## src/rtl/pm_arbiter_pkg.sv

```systemverilog
// Shared types and constants for the program-memory arbiter.
package pm_arbiter_pkg;

    localparam int unsigned PM_DEPTH  = 16;
    localparam int unsigned WORD_W    = 8;
    localparam int unsigned ADDR_W    = 4;

    // Bit positions inside the one-hot grant vector of pm_rr_arb.
    localparam int unsigned GNT_FETCH = 0;
    localparam int unsigned GNT_STORE = 1;

    typedef enum logic [1:0] {
        StLoad  = 2'd0,
        StRun   = 2'd1,
        StDrain = 2'd2
    } pm_state_e;

    // Saturating 8-bit increment used by the collision counter.
    function automatic logic [7:0] sat_inc8(input logic [7:0] v);
        return (v == 8'hFF) ? v : v + 8'd1;
    endfunction

endpackage

```

## src/rtl/pm_rr_arb.sv

```systemverilog
// Two-requester fetch/store arbiter: store normally wins a collision, but a
// fetch that lost the previous cycle wins the next one.
module pm_rr_arb
    import pm_arbiter_pkg::*;
(
    input  logic       i_en,
    input  logic       i_fetch_req,
    input  logic       i_store_req,
    input  logic       i_last_loser,
    output logic [1:0] o_gnt
);

    // One-hot grant decision, all-zero when disabled.
    always_comb begin
        o_gnt = 2'b00;
        if (i_en) begin
            if (i_fetch_req && i_store_req) begin
                if (i_last_loser) begin
                    o_gnt[GNT_FETCH] = 1'b1;
                end else begin
                    o_gnt[GNT_STORE] = 1'b1;
                end
            end else if (i_fetch_req) begin
                o_gnt[GNT_FETCH] = 1'b1;
            end else if (i_store_req) begin
                o_gnt[GNT_STORE] = 1'b1;
            end
        end
    end

endmodule

```

## src/rtl/pm_arbiter.sv

```systemverilog
// Program-memory owner: loads the program from the loader port while the CPU
// is held, then arbitrates CPU fetches and stores against the same memory.
module pm_arbiter
    import pm_arbiter_pkg::*;
#(
    parameter int unsigned DEPTH = PM_DEPTH
) (
    input  logic                     clk_arb,
    input  logic                     rst_arb,
    input  logic                     ld_req,
    input  logic [WORD_W-1:0]        ld_data,
    output logic                     ld_gnt,
    input  logic                     fetch_req,
    input  logic [$clog2(DEPTH)-1:0] fetch_addr,
    output logic                     fetch_gnt,
    output logic                     fetch_valid,
    output logic [WORD_W-1:0]        fetch_data,
    input  logic                     st_req,
    input  logic [$clog2(DEPTH)-1:0] st_addr,
    input  logic [WORD_W-1:0]        st_data,
    output logic                     st_gnt,
    input  logic                     reload,
    output logic                     cpu_hold,
    output logic                     load_done,
    output logic [7:0]               conflict_cnt
);

    localparam int unsigned AW = $clog2(DEPTH);

    pm_state_e         r_state;
    logic [AW-1:0]     r_ld_ptr;
    logic              r_last_loser;
    logic [7:0]        r_conflict_cnt;
    logic              r_fetch_valid;
    logic [WORD_W-1:0] r_fetch_data;
    logic              r_cpu_hold;
    logic [WORD_W-1:0] r_mem [DEPTH];

    logic              w_in_load;
    logic              w_in_run;
    logic              w_ld_gnt;
    logic              w_ld_last;
    logic              w_both;
    logic [1:0]        w_gnt;
    logic              w_fetch_gnt;
    logic              w_st_gnt;

    // Reset has priority: no grant is issued in a reset cycle.
    assign w_in_load   = (r_state == StLoad) && !rst_arb;
    assign w_in_run    = (r_state == StRun) && !rst_arb;
    assign w_ld_gnt    = w_in_load && ld_req;
    assign w_ld_last   = w_ld_gnt && (r_ld_ptr == AW'(DEPTH - 1));
    assign w_both      = fetch_req && st_req;
    assign w_fetch_gnt = w_gnt[GNT_FETCH];
    assign w_st_gnt    = w_gnt[GNT_STORE];

    pm_rr_arb u_rr_arb (
        .i_en         (w_in_run),
        .i_fetch_req  (fetch_req),
        .i_store_req  (st_req),
        .i_last_loser (r_last_loser),
        .o_gnt        (w_gnt)
    );

    // Memory write port; load and store grants are exclusive by state.
    always_ff @(posedge clk_arb) begin
        if (w_ld_gnt) begin
            r_mem[r_ld_ptr] <= ld_data;
        end else if (w_st_gnt) begin
            r_mem[st_addr] <= st_data;
        end
    end

    // State machine, load pointer, arbitration history, read port and counter.
    always_ff @(posedge clk_arb) begin
        if (rst_arb) begin
            r_state        <= StLoad;
            r_ld_ptr       <= '0;
            r_last_loser   <= 1'b0;
            r_conflict_cnt <= 8'h00;
            r_fetch_valid  <= 1'b0;
            r_fetch_data   <= '0;
            r_cpu_hold     <= 1'b1;
        end else begin
            r_fetch_valid <= w_fetch_gnt;
            if (w_fetch_gnt) begin
                r_fetch_data <= r_mem[fetch_addr];
            end
            // Only a fetch that actually collided and lost earns priority.
            r_last_loser <= w_in_run && w_both && w_st_gnt;
            if (w_in_run && w_both) begin
                r_conflict_cnt <= sat_inc8(r_conflict_cnt);
            end

            case (r_state)
                StLoad: begin
                    if (w_ld_gnt) begin
                        if (w_ld_last) begin
                            r_ld_ptr   <= '0;
                            r_state    <= StRun;
                            r_cpu_hold <= 1'b0;
                        end else begin
                            r_ld_ptr <= r_ld_ptr + AW'(1);
                        end
                    end
                end
                StRun: begin
                    if (reload) begin
                        // An in-flight fetch must deliver before the CPU is held.
                        if (w_fetch_gnt) begin
                            r_state <= StDrain;
                        end else begin
                            r_state    <= StLoad;
                            r_ld_ptr   <= '0;
                            r_cpu_hold <= 1'b1;
                        end
                    end
                end
                StDrain: begin
                    r_state    <= StLoad;
                    r_ld_ptr   <= '0;
                    r_cpu_hold <= 1'b1;
                end
                default: begin
                    r_state    <= StLoad;
                    r_ld_ptr   <= '0;
                    r_cpu_hold <= 1'b1;
                end
            endcase
        end
    end

    assign ld_gnt       = w_ld_gnt;
    assign load_done    = w_ld_last;
    assign fetch_gnt    = w_fetch_gnt;
    assign st_gnt       = w_st_gnt;
    assign fetch_valid  = r_fetch_valid;
    assign fetch_data   = r_fetch_data;
    assign cpu_hold     = r_cpu_hold;
    assign conflict_cnt = r_conflict_cnt;

endmodule

```

## config.mk

```make
export PLATFORM = sky130hd
export DESIGN_NAME = pm_arbiter
export DESIGN_NICKNAME = d
export VERILOG_FILES = /design/src/rtl/pm_arbiter_pkg.sv /design/src/rtl/pm_rr_arb.sv /design/src/rtl/pm_arbiter.sv
export SDC_FILE = /design/constraint.sdc
export NUM_CORES = 1
export LEC_CHECK = 0
export BUFFER_PORTS_ARGS = -buffer_cell sky130_fd_sc_hd__buf_2
export CAP_MARGIN = 0
export CORE_MARGIN = 2
export CORE_UTILIZATION = 30
export CTS_CLUSTER_SIZE = 20
export DETAILED_ROUTE_END_ITERATION = 16
export PLACE_DENSITY = 0.49
export SLEW_MARGIN = 40
export SYNTH_ARGS = -nofsm -noshare
export SYNTH_HDL_FRONTEND = slang
export SYNTH_HIERARCHICAL = 1
export SYNTH_SLANG_ARGS = --single-unit
```

## constraint.sdc

```tcl
create_clock -name clk_arb -period 6.2 [get_ports clk_arb]
set_input_delay 0 -clock clk_arb [delete_from_list [all_inputs] [get_ports clk_arb]]
set_output_delay 0 -clock clk_arb [all_outputs]
set_load 0.02 [all_outputs]
```

Word-level counts from Yosys, hierarchy flattened
Memories as Yosys holds them, arrays and structs flattened. A register that Yosys moved wholly into a read port is not among the register bits.
Cells that the tools add are included.
{ "word_totals": {"register_bits": 17, "ram_bits": 128, "in_bits": 30, "output_inout_bits": 22, "word_cells": 61, "memories": 1} }
{ "op_classes": {"add_sub_neg": 2, "n_eq_ne": 7, "n_mux": 30, "bitwise": 1, "reduce_logical": 14} }
{ "mem_list": {"columns": ["name", "depth", "word_bits", "rd", "rd_ports_with_merged_regs", "wr", "line_no", "source"], "rows": [
  ["r_mem", 16, 8, 1, 1, 1, "pm_arbiter.sv:37", "logic [WORD_W-1:0] r_mem [DEPTH];"]
]} }
{ "op_table": {"columns": ["cell", "count"], "rows": [
  ["2-to-1 mux 4 bit", 5],
  ["2-to-1 mux 1 bit", 15],
  ["2-to-1 mux 2 bit", 6],
  ["adder 8 x 1 -> 8 bit, second input constant", 1],
  ["equality test 8 bit, second input constant", 1],
  ["2-to-1 mux 8 bit", 1],
  ["!= test 2 bit, second input constant", 4],
  ["case mux 4 bit (2 select lines)", 1],
  ["OR reduction 8 bit", 1],
  ["logical AND 1 bit", 7],
  ["AND reduction 3 bit", 2],
  ["adder 4 x 1 -> 4 bit, second input constant", 1],
  ["equality test 4 bit, second input constant", 1],
  ["case mux 2 bit (2 select lines)", 1],
  ["AND reduction 4 bit", 1],
  ["equality test 2 x 1 -> 1 bit, second input constant", 1],
  ["logical NOT 2 bit", 1],
  ["case mux 1 bit (2 select lines)", 1],
  ["AND reduction 2 bit", 1],
  ["logical NOT 1 bit", 1],
  ["NOT 1 bit", 1]
]} }

Depth between registers and ports, before layout
Gate-level depths: netlist of the first run.
{ "depth": {"depth_word": 9, "depth_mapped": 9} }

By module
The synthesis of the first run kept the hierarchy.
{ "by_module_without_submodules": {"columns": ["module", "n_inst", "cells_each", "area_per_inst_um2", "seq_area_each_um2"], "rows": [
  ["pm_arbiter", 1, 434, 6318.6, 4344.2],
  ["pm_rr_arb", 1, 5, 21.3, 0.0]
]} }

Worst setup path after synthesis of the first run
Ideal clock, no wire load.
{ "synth_timing": {"kind": "register -> register", "start": "reg r_state[0]", "end": "mem r_mem[2][0] (enable)", "setup_time_ns": 0.370, "arrival_ns": 2.285, "required_ns": 5.830, "setup_slack_ns": 3.545, "stages_incl_launch_ff": 8, "cell_sequence": "dfxtp_1 nor3b_4 nand2_1 a21oi_1 nand2b_1 buf_4 mux2i_1 nor2_1"} }
{ "synth_via": {"elab_chain_cells": 8} }
{ "synth_rtl": {"columns": ["item", "line_no", "source"], "rows": [
  ["start, declared", "pm_arbiter.sv:30", "pm_state_e r_state;"],
  ["start signal, assigned", "pm_arbiter.sv:77", "r_state <= StLoad;"],
  ["start signal, assigned", "pm_arbiter.sv:100", "r_state <= StRun;"],
  ["start signal, assigned", "pm_arbiter.sv:111", "r_state <= StDrain;"],
  ["equality test 2 x 1 -> 1 bit *", "pm_arbiter.sv:50", "assign w_in_run = (r_state == StRun) && !rst_arb;"],
  ["logical AND 1 bit *", "pm_arbiter.sv:50", null],
  ["via w_in_run", "pm_arbiter.sv:40", "logic w_in_run;"],
  ["2-to-1 mux 2 bit *", "pm_rr_arb.sv:16", "if (i_en) begin"],
  ["via st_gnt", "pm_arbiter.sv:21", "output logic st_gnt,"],
  ["2-to-1 mux 1 bit *", "pm_arbiter.sv:69", "end else if (w_st_gnt) begin"],
  ["2-to-1 mux 1 bit *", "pm_arbiter.sv:67", "if (w_ld_gnt) begin"],
  ["2-to-1 mux 1 bit (not written as such) *", "pm_arbiter.sv:70", "r_mem[st_addr] <= st_data;"],
  ["OR reduction 8 bit (no line)", null, null],
  ["2-to-1 mux 4 bit (no line) / 2-to-1 mux 1 bit (equally long branches)", null, null],
  ["end, declared", "pm_arbiter.sv:37", null]
]} }
The timed path passes the listed nets; every way through them passes the cells marked *.

Worst setup path after layout of the first run
{ "layout_timing": {"start": "reg r_state[0]", "end": "mem r_mem[11][2] (enable)"} }
{ "layout_via": {"elab_chain_cells": 8} }
{ "layout_rtl": {"columns": ["item", "line_no"], "rows": [
  ["equality test 2 x 1 -> 1 bit *", "pm_arbiter.sv:50"],
  ["logical AND 1 bit *", "pm_arbiter.sv:50"],
  ["via w_in_run", "pm_arbiter.sv:40"],
  ["2-to-1 mux 2 bit *", "pm_rr_arb.sv:16"],
  ["2-to-1 mux 1 bit *", "pm_arbiter.sv:69"],
  ["2-to-1 mux 1 bit *", "pm_arbiter.sv:67"],
  ["2-to-1 mux 1 bit (not written as such) *", "pm_arbiter.sv:70"],
  ["OR reduction 8 bit (no line)", null],
  ["2-to-1 mux 4 bit (no line) / 2-to-1 mux 1 bit (equally long branches)", null]
]} }
Marks and branches as above.

==> results of run 1 <==
[path summary, 6_finish.rpt]
kind	startpoint	to	slack, ns	depth (start not counted)
min reg2reg	fetch_data[7]	fetch_data[7]	0.45	2
max	r_state[0]	r_mem[11][2]	3.07	6
max reg2reg	r_state[0]	r_mem[11][2]	3.07	6
min	st_req	conflict_cnt[2]	0.05	4
[layout by cell type (no fill, tap or decap), drive strengths merged, types with 3 or more instances in the layout]
cell type and instances:
nand2 25, o21ai 5, clkbuf 25, or4 4, mux2 10, inv 8
edfxtp 128, nor2 25, nor3 5, nor4b 3, a22oi 24, mux2i 70
buf 53, a21oi 19, nor2b 9, nand3 27, o31ai 4, and3 3
dfxtp 25, clkinv 6, a31oi 4
[registers in the layout, indices dropped and copies added (netlist names)]
register and cells:
conflict_cnt 8, cpu_hold 1, fetch_data 8, fetch_valid 1, r_last_loser 1, r_ld_ptr 4, r_mem 128, r_state 2
[kinds of logic after synthesis]
| group | Yosys count |
|---|---|
| AO/OA/AOI/OAI | 59 |
| XOR/XNOR | 1 |
| adder cells (fa/ha/maj) | 2 |
| buffers and inverters | 27 |
| flip-flops | 153 |
| multiplexers | 80 |
| AND/OR/NAND/NOR | 117 |
[power by group]
| group | internal (mW) | leakage (nW) | total, mW | switching, mW |
|---|---|---|---|---|
| registers | 1.12 | 1.35 | 1.12 | 0.00214 |
| clock network | 0.643 | 0.309 | 1.04 | 0.393 |
| logic | 0.0330 | 1.05 | 0.0963 | 0.0633 |
| total | 1.79 | 2.71 | 2.25 | 0.458 |
[timing repair]
action	4_1_cts	5_1_grt
endpoints found under the hold margin	9	0
hold buffers	2	0
buffers inserted	0	0
[metrics by stage]
| stage | hold WS, ns | area [µm²] | power (mW) |
|---|---|---|---|
| 2_1_floorplan | 0.152 | 6340 | 1.20 |
| 5_1_grt | 0.0573 | 7500 | 2.31 |
| 3_3_place_gp | 0.294 | 6850 | 1.24 |
| 3_5_place_dp | 0.291 | 6860 | 1.24 |
| 6_report | 0.0529 | 7500 | 2.25 |
| 4_1_cts | 0.0317 | 7500 | 2.27 |
[layout make-up]
class	instances	area, µm²	area share
clock inverter	7	46.3	0.00617
sequential	153	4340	0.579
multi-input combinational	259	1870	0.249
clock buffer	25	572	0.0763
tap	275	344	0.0459
inverter	7	26.3	0.00350
timing repair buffer	55	297	0.0395
[critical path: cells and delay by family, from the launching register on]
family	cells	cell delay, ns
mux	1	0.48
flops	1	0.47
simple gates	4	1.47
compound gates	1	0.34
[routing by layer]
metal,GRT usage,vias to the layer above
met5,0,-
met4,0.0529,0
met3,0.0309,13
met2,0.206,115
met1,0.197,1871
li1,-,1802
==> impl_metrics.csv, run 1 <==
group,metric,value,unit
run_status,status,"finished, final reports clean",
synth,count_of_warnings_emitted_by_yosys,6,
die,floorplan.initialDensity,0.304,
cts,worst_skew_pair_later_pin_latency,0.42,ns
grt,number_of_antenna_violations_at_the_first_check_in_global_routing,0,
synth,post_synth_instance_area,6340,µm²
timing,worst_clock_skew,0.00878,ns
layout,nNetsFinal,525,
power_and_ir_drop,ir_worst_vdd,0.000222,V
grt,grt.total_usage,0.139,
synth,synthDominantCellAreaShare,0.606,
placed_design,port_buffer_count,51,
synth,syn-instance-count,439,
routing,wl,14700,µm
worst_hold_path,holdCritPathClass,"input pin to flop",
layout,areaGrowthSynthToFinish,18.3,%
grt,grt_max_degree,65,
routing,routed-wl-met2,6640,µm
timing,setup_viol_count_final,0,
timing,max_frequency,319,MHz
cts,cts_repair_resize_count,0,
synth,ys_dominant_reg_cell,"edfxtp_1",
timing,max_slew_margin,0.476,
routing,detail_route.drc_violations,0,
placed_design,hpwl,10000,µm
synth,synth_commonest_cells,"128 x edfxtp_1, 70 x mux2i_1, 26 x nand3_1",
worst_setup_path,cp_max_fo,12,
cts,clkTransAtPathRegs,0.06,ns
timing,final.min_clock_period,3.13,ns
timing,tightestPinTransition,0.787,ns
synth,yosys_register_bits,153,
routing,detail_route.first_pass.iterations,5,
synth,syn_nets,471,
cts,cts-htree-levels,4,
synth,synthSimpleGateAreaFrac,0.100,
cts,numCtsBuffers,17,
worst_setup_path,criticalPathCategory,"flop to flop",
grt,first_global_vias,3749,
cts,cts.sink_count,153,
cts,clk_path_buf_depth,2,
die,floorplan.rows,53,
placed_design,dp_slack,3.09,ns
worst_setup_path,slowest_delay,0.56,ns
grt,grt_total_ovfl,0,
routing,drt-vias-per-instance,4.87,
routing,postRouteAntennaNets,0,
routing,dr.max_layer_used,"met4",
cts,root_buffer_cell,"clkbuf_16",
worst_setup_path,critical_path.cell_chain,"nor3b_4 -> nand2_1 -> a21oi_1 -> nand2b_1 -> mux2_2 -> nor2_1",
routing,routed-via-count,3801,
timing,final_hold_viol_count,0,
layout,layout.core_utilization,0.359,
synth,synth-async-reset-ratio,0,
layout,layout.filler_cells,2010,
placed_design,post-place-cells,747,
die,die_x,149,µm
worst_setup_path,critPathCaptureType,"flop",
cts,cts_tree,"yes",
die,floorplan.die_area,22300,µm²
synth,synth.area.mux_share,0.128,
timing,timing.final.max_slew_violations,0,
timing,setup_tns,0,ns
routing,detail_route.wirelength.met1,7230,µm
run,cap_violations,0,
worst_setup_path,critical_path.slowest_cell,"nor2_1",
synth,synth.yosys.seq_area_share,0.685,
timing,post-route-worst-setup-slack,3.07,ns
synth,post-synth-top-area-cell,"edfxtp_1",
die,top_level_ports,52,
routing,drt_iter0_markers,223,
worst_setup_path,cp.arrival,3.18,ns
timing,final_min_period_over_clock_period,0.505,
die,fp.coreArea,20900,µm²
synth,synth_fa_ha_area_frac,0.00395,
power_and_ir_drop,power_density,300,nW/µm²
routing,wire_per_inst,18.8,µm
die,chipHeight,149,µm
synth,syn-mean-instance-area,14.4,µm²
synth,synthesized_area_fraction_occupied_by_xor_and_xnor_cells,0.00138,
layout,finish.cell_count_without_fillers,781,
power_and_ir_drop,power.static_leakage,2.71,nW
synth,synth_top_cells_by_area,"edfxtp_1 61%, mux2i_1 11%, dfxtp_1 7.9%, a22oi_1 2.8%, nand3_1 2.1%",
synth,netlist-cell-type-count,43,
synth,number_of_flops_mapped_to_enable_cells_by_yosys,128,
worst_setup_path,cp.required,6.24,ns
timing,rsz_0062_raised_after_global_routing,"no",
synth,compound_cell_area_share_of_the_yosys_netlist,0.0604,
worst_setup_path,startpoint_type,"flop",
synth,combinational_family_with_the_most_area_after_synthesis,"multiplexers",
placed_design,gp_congestion,0.764,
routing,detailed_routed_wire_length_on_met3,633,µm
layout,share_of_final_layout_standard_cells_stronger_than_drive_strength_1,0.208,
synth,post-synth-top-count-cell,"edfxtp_1",
layout,antenna_cells,0,
grt,grt_pass1_wl,22400,µm
(Power assumes the default switching activity.)
==> inputs of run 2 (changes only) <==
ABC_AREA = 1   (was unset)
PLACE_DENSITY = 0.5   (was 0.49)
clock period = 2.65 ns   (was 6.2 ns; I/O delays follow)
==> run 2 against run 1 <==
  * Critical path type unchanged
  * Synthesized cell count grew 44%
  * Die area grew 4.1%
  * Area after synthesis rose by 4.2%
  * Via count up 22%
  * Register-to-register slack lost 2.9 ns
  * Non-clock buffer count rose by 22
  * Clock skew grew 0.0097 ns
  * Setup slack lost 2.9 ns
  * Clock power up 120%
==> impl_metrics.csv, run 2 <==
group,metric,value,unit
timing,final_min_period_over_clock_period,0.922,
layout,nNetsFinal,730,
synth,synthDominantCellAreaShare,0.582,
die,floorplan.die_area,23200,µm²
grt,first_global_vias,4668,
timing,max_slew_margin,0.573,
layout,largest_register,"r_mem",
cts,clkTransAtPathRegs,0.07,ns
worst_setup_path,critPathCaptureType,"flop",
power_and_ir_drop,intPower,4.01,mW
power_and_ir_drop,power_frac_seq,0.501,
worst_setup_path,cp.required,3.03,ns
cts,numCtsBuffers,17,
cts,cts_repair_resize_count,0,
synth,count_of_warnings_emitted_by_yosys,6,
grt,grt_pass1_wl,26300,µm
synth,synth_top_cells_by_area,"edfxtp_1 58%, nand2_1 11%, nand3_1 8.5%, dfxtp_1 7.6%, nor2_1 2.8%",
worst_setup_path,crit_start,"r_state[0]",
cts,cts_tree,"yes",
layout,layout.filler_cells,2175,
layout,areaGrowthSynthToFinish,18.7,%
worst_setup_path,regToRegSetupSlack,0.21,ns
die,die_x,152,µm
routing,wire_per_inst,17.0,µm
worst_setup_path,cp.arrival,2.82,ns
grt,number_of_antenna_violations_at_the_first_check_in_global_routing,0,
power_and_ir_drop,power_frac_clock,0.440,
timing,setup_tns,0,ns
synth,post-synth-top-count-cell,"nand2_1",
timing,setup_viol_count_final,0,
power_and_ir_drop,switching_share,0.233,
timing,final.min_clock_period,2.44,ns
routing,detail_route.first_pass.iterations,5,
synth,synth-async-reset-ratio,0,
timing,rsz_0062_raised_after_global_routing,"no",
layout,most_common_cell_after_layout_fill_and_taps_aside,"nand2_1",
cts,worst_skew_pair_later_pin_latency,0.43,ns
synth,syn_nets,663,
die,chipHeight,152,µm
synth,netlist-cell-type-count,31,
timing,tightestPinTransition,0.641,ns
placed_design,port_buffer_count,51,
power_and_ir_drop,power_density,667,nW/µm²
synth,number_of_flops_mapped_to_enable_cells_by_yosys,128,
timing,max_frequency,409,MHz
synth,post-synth-top-area-cell,"edfxtp_1",
worst_setup_path,r2r-end,"r_last_loser",
synth,synth_commonest_cells,"201 x nand2_1, 128 x edfxtp_1, 112 x nand3_1",
worst_setup_path,startpoint_type,"flop",
worst_setup_path,cp_max_fo,4,
timing,final_hold_viol_count,0,
worst_hold_path,holdCritPathClass,"input pin to flop",
placed_design,hpwl,11300,µm
worst_setup_path,timing.reg2reg.worst_path_depth,10,
routing,drt-vias-per-instance,4.68,
power_and_ir_drop,power.share.combinational,0.058,
placed_design,gp_congestion,0.883,
grt,grt.total_usage,0.150,
layout,antenna_cells,0,
routing,postRouteAntennaNets,0,
run_status,status,"finished, final reports clean",
placed_design,place_area,7230,µm²
die,floorplan.initialDensity,0.304,
layout,most_frequent_cells_in_the_layout,"201 x nand2_1, 128 x edfxtp_1, 112 x nand3_1",
power_and_ir_drop,power.net_switching,1.22,mW
synth,ys_dominant_reg_cell,"edfxtp_1",
worst_setup_path,critical_path.endpoint,"r_last_loser",
cts,postCtsSetupRepairBufs,0,
synth,synth.yosys.seq_area_share,0.657,
synth,syn-instance-count,631,
die,top_level_ports,52,
cts,root_buffer_cell,"clkbuf_16",
die,floorplan.rows,54,
worst_setup_path,criticalPathCategory,"flop to flop",
timing,timing.final.max_slew_violations,0,
layout,post-route-cell-area,7850,µm²
synth,post_synth_instance_area,6610,µm²
layout,share_of_final_layout_standard_cells_stronger_than_drive_strength_1,0.188,
synth,yosys_register_bits,153,
worst_setup_path,crit-reg2reg-launch,"r_state[0]",
cts,cts-htree-levels,4,
routing,routed-via-count,4642,
run,cap_violations,0,
cts,clk_path_buf_depth,2,
timing,worst_clock_skew,0.0185,ns
routing,drt_iter0_markers,425,
routing,wl,16900,µm
die,fp.coreArea,21800,µm²
routing,detail_route.drc_violations,0,
power_and_ir_drop,power.static_leakage,3.08,nW
power_and_ir_drop,ir_worst_vdd,0.000453,V
cts,cts.sink_count,153,
grt,grt_max_degree,65,
synth,syn-mean-instance-area,10.5,µm²
layout,largest_reg_flops,128,
grt,grt_total_ovfl,0,
## run 2: cell families (layout without fill, tap and decap cells)
logic type,count (synthesis),in the layout,synth area share
DFF,153,153,0.657
adders and majority gates,2,2,0.00379
xor gates and xnor gates,6,6,0.00795
and+or+nand+nor,378,378,0.253
AOI/OAI and AO/OA,20,20,0.0203
buffers and inverters,64,144,0.0437
muxes,8,8,0.0136
## run 2: what timing repair did
item,CTS,global route
hold endpoints to repair,8,0
setup endpoints to repair,0,0
hold buffers,5,0
## run 2: stage by stage
| stage | setup WS [ns] | instances | hold WS (ns) | utilization | total power [mW] |
|---|---|---|---|---|---|
| 6_report | 0.206 | 991 | 0.0242 | 0.361 | 5.23 |
| 3_3_place_gp | 0.318 | 954 | 0.290 | 0.332 | 2.98 |
| 5_1_grt | 0.0447 | 991 | 0.0601 | 0.361 | 5.43 |
| 2_1_floorplan | 0.210 | 631 | 0.117 | - | 2.86 |
| 4_1_cts | 0.222 | 991 | 0.0252 | 0.361 | 5.28 |
| 3_5_place_dp | 0.261 | 954 | 0.294 | 0.332 | 2.98 |
## run 2: power groups by stage
stage	combinational, mW	clock, mW	sequential, mW
after floorplan	0.189	0	2.67
after detailed placement	0.304	0	2.68
after CTS	0.309	2.35	2.62
after global placement	0.302	0	2.67
final	0.306	2.30	2.62
after global routing	0.339	2.47	2.62
## run 2: final cells by class
class / instances / area, µm² / area share
sequential: 153 / 4340 / 0.554
tap: 280 / 350 / 0.0447
timing repair buffer: 77 / 463 / 0.0590
multi-input combinational: 414 / 1980 / 0.252
inverter: 35 / 139 / 0.0177
clock buffer: 18 / 429 / 0.0547
clock inverter: 14 / 140 / 0.0179
## run 2: metal layers
metal / global-route usage / up-vias / part of all wire
li1: - / 2278 / -
met1: 0.200 / 2233 / 0.47
met2: 0.237 / 108 / 0.47
met3: 0.0356 / 23 / 0.037
met4: 0.0608 / 0 / 0.020
met5: 0 / - / 0
## run 2: worst max-delay path: stages, from the launching register on
cell and delay (ns):
dfxtp_1 0.39, inv_2 0.06, nor2_4 0.10, inv_1 0.06, nor2_1 0.12, nand2_1 0.08, a21oi_2 0.28, inv_1 0.10
dlygate4sd3_1 0.57, nor2_1 0.09, dlygate4sd3_1 0.55
## run 2: worst min path at each step
| stage | from | end | slack (ns) | cells after the start |
|---|---|---|---|---|
| floorplan | fetch_req | st_gnt | 0.12 | 1 |
| global placement | reload | r_state[1] | 0.29 | 3 |
| detailed placement | reload | r_state[1] | 0.29 | 3 |
| CTS | fetch_addr[3] | fetch_data[1] | 0.03 | 5 |
| global route | fetch_addr[3] | fetch_data[2] | 0.06 | 5 |
| finish | fetch_addr[3] | fetch_data[1] | 0.02 | 5 |
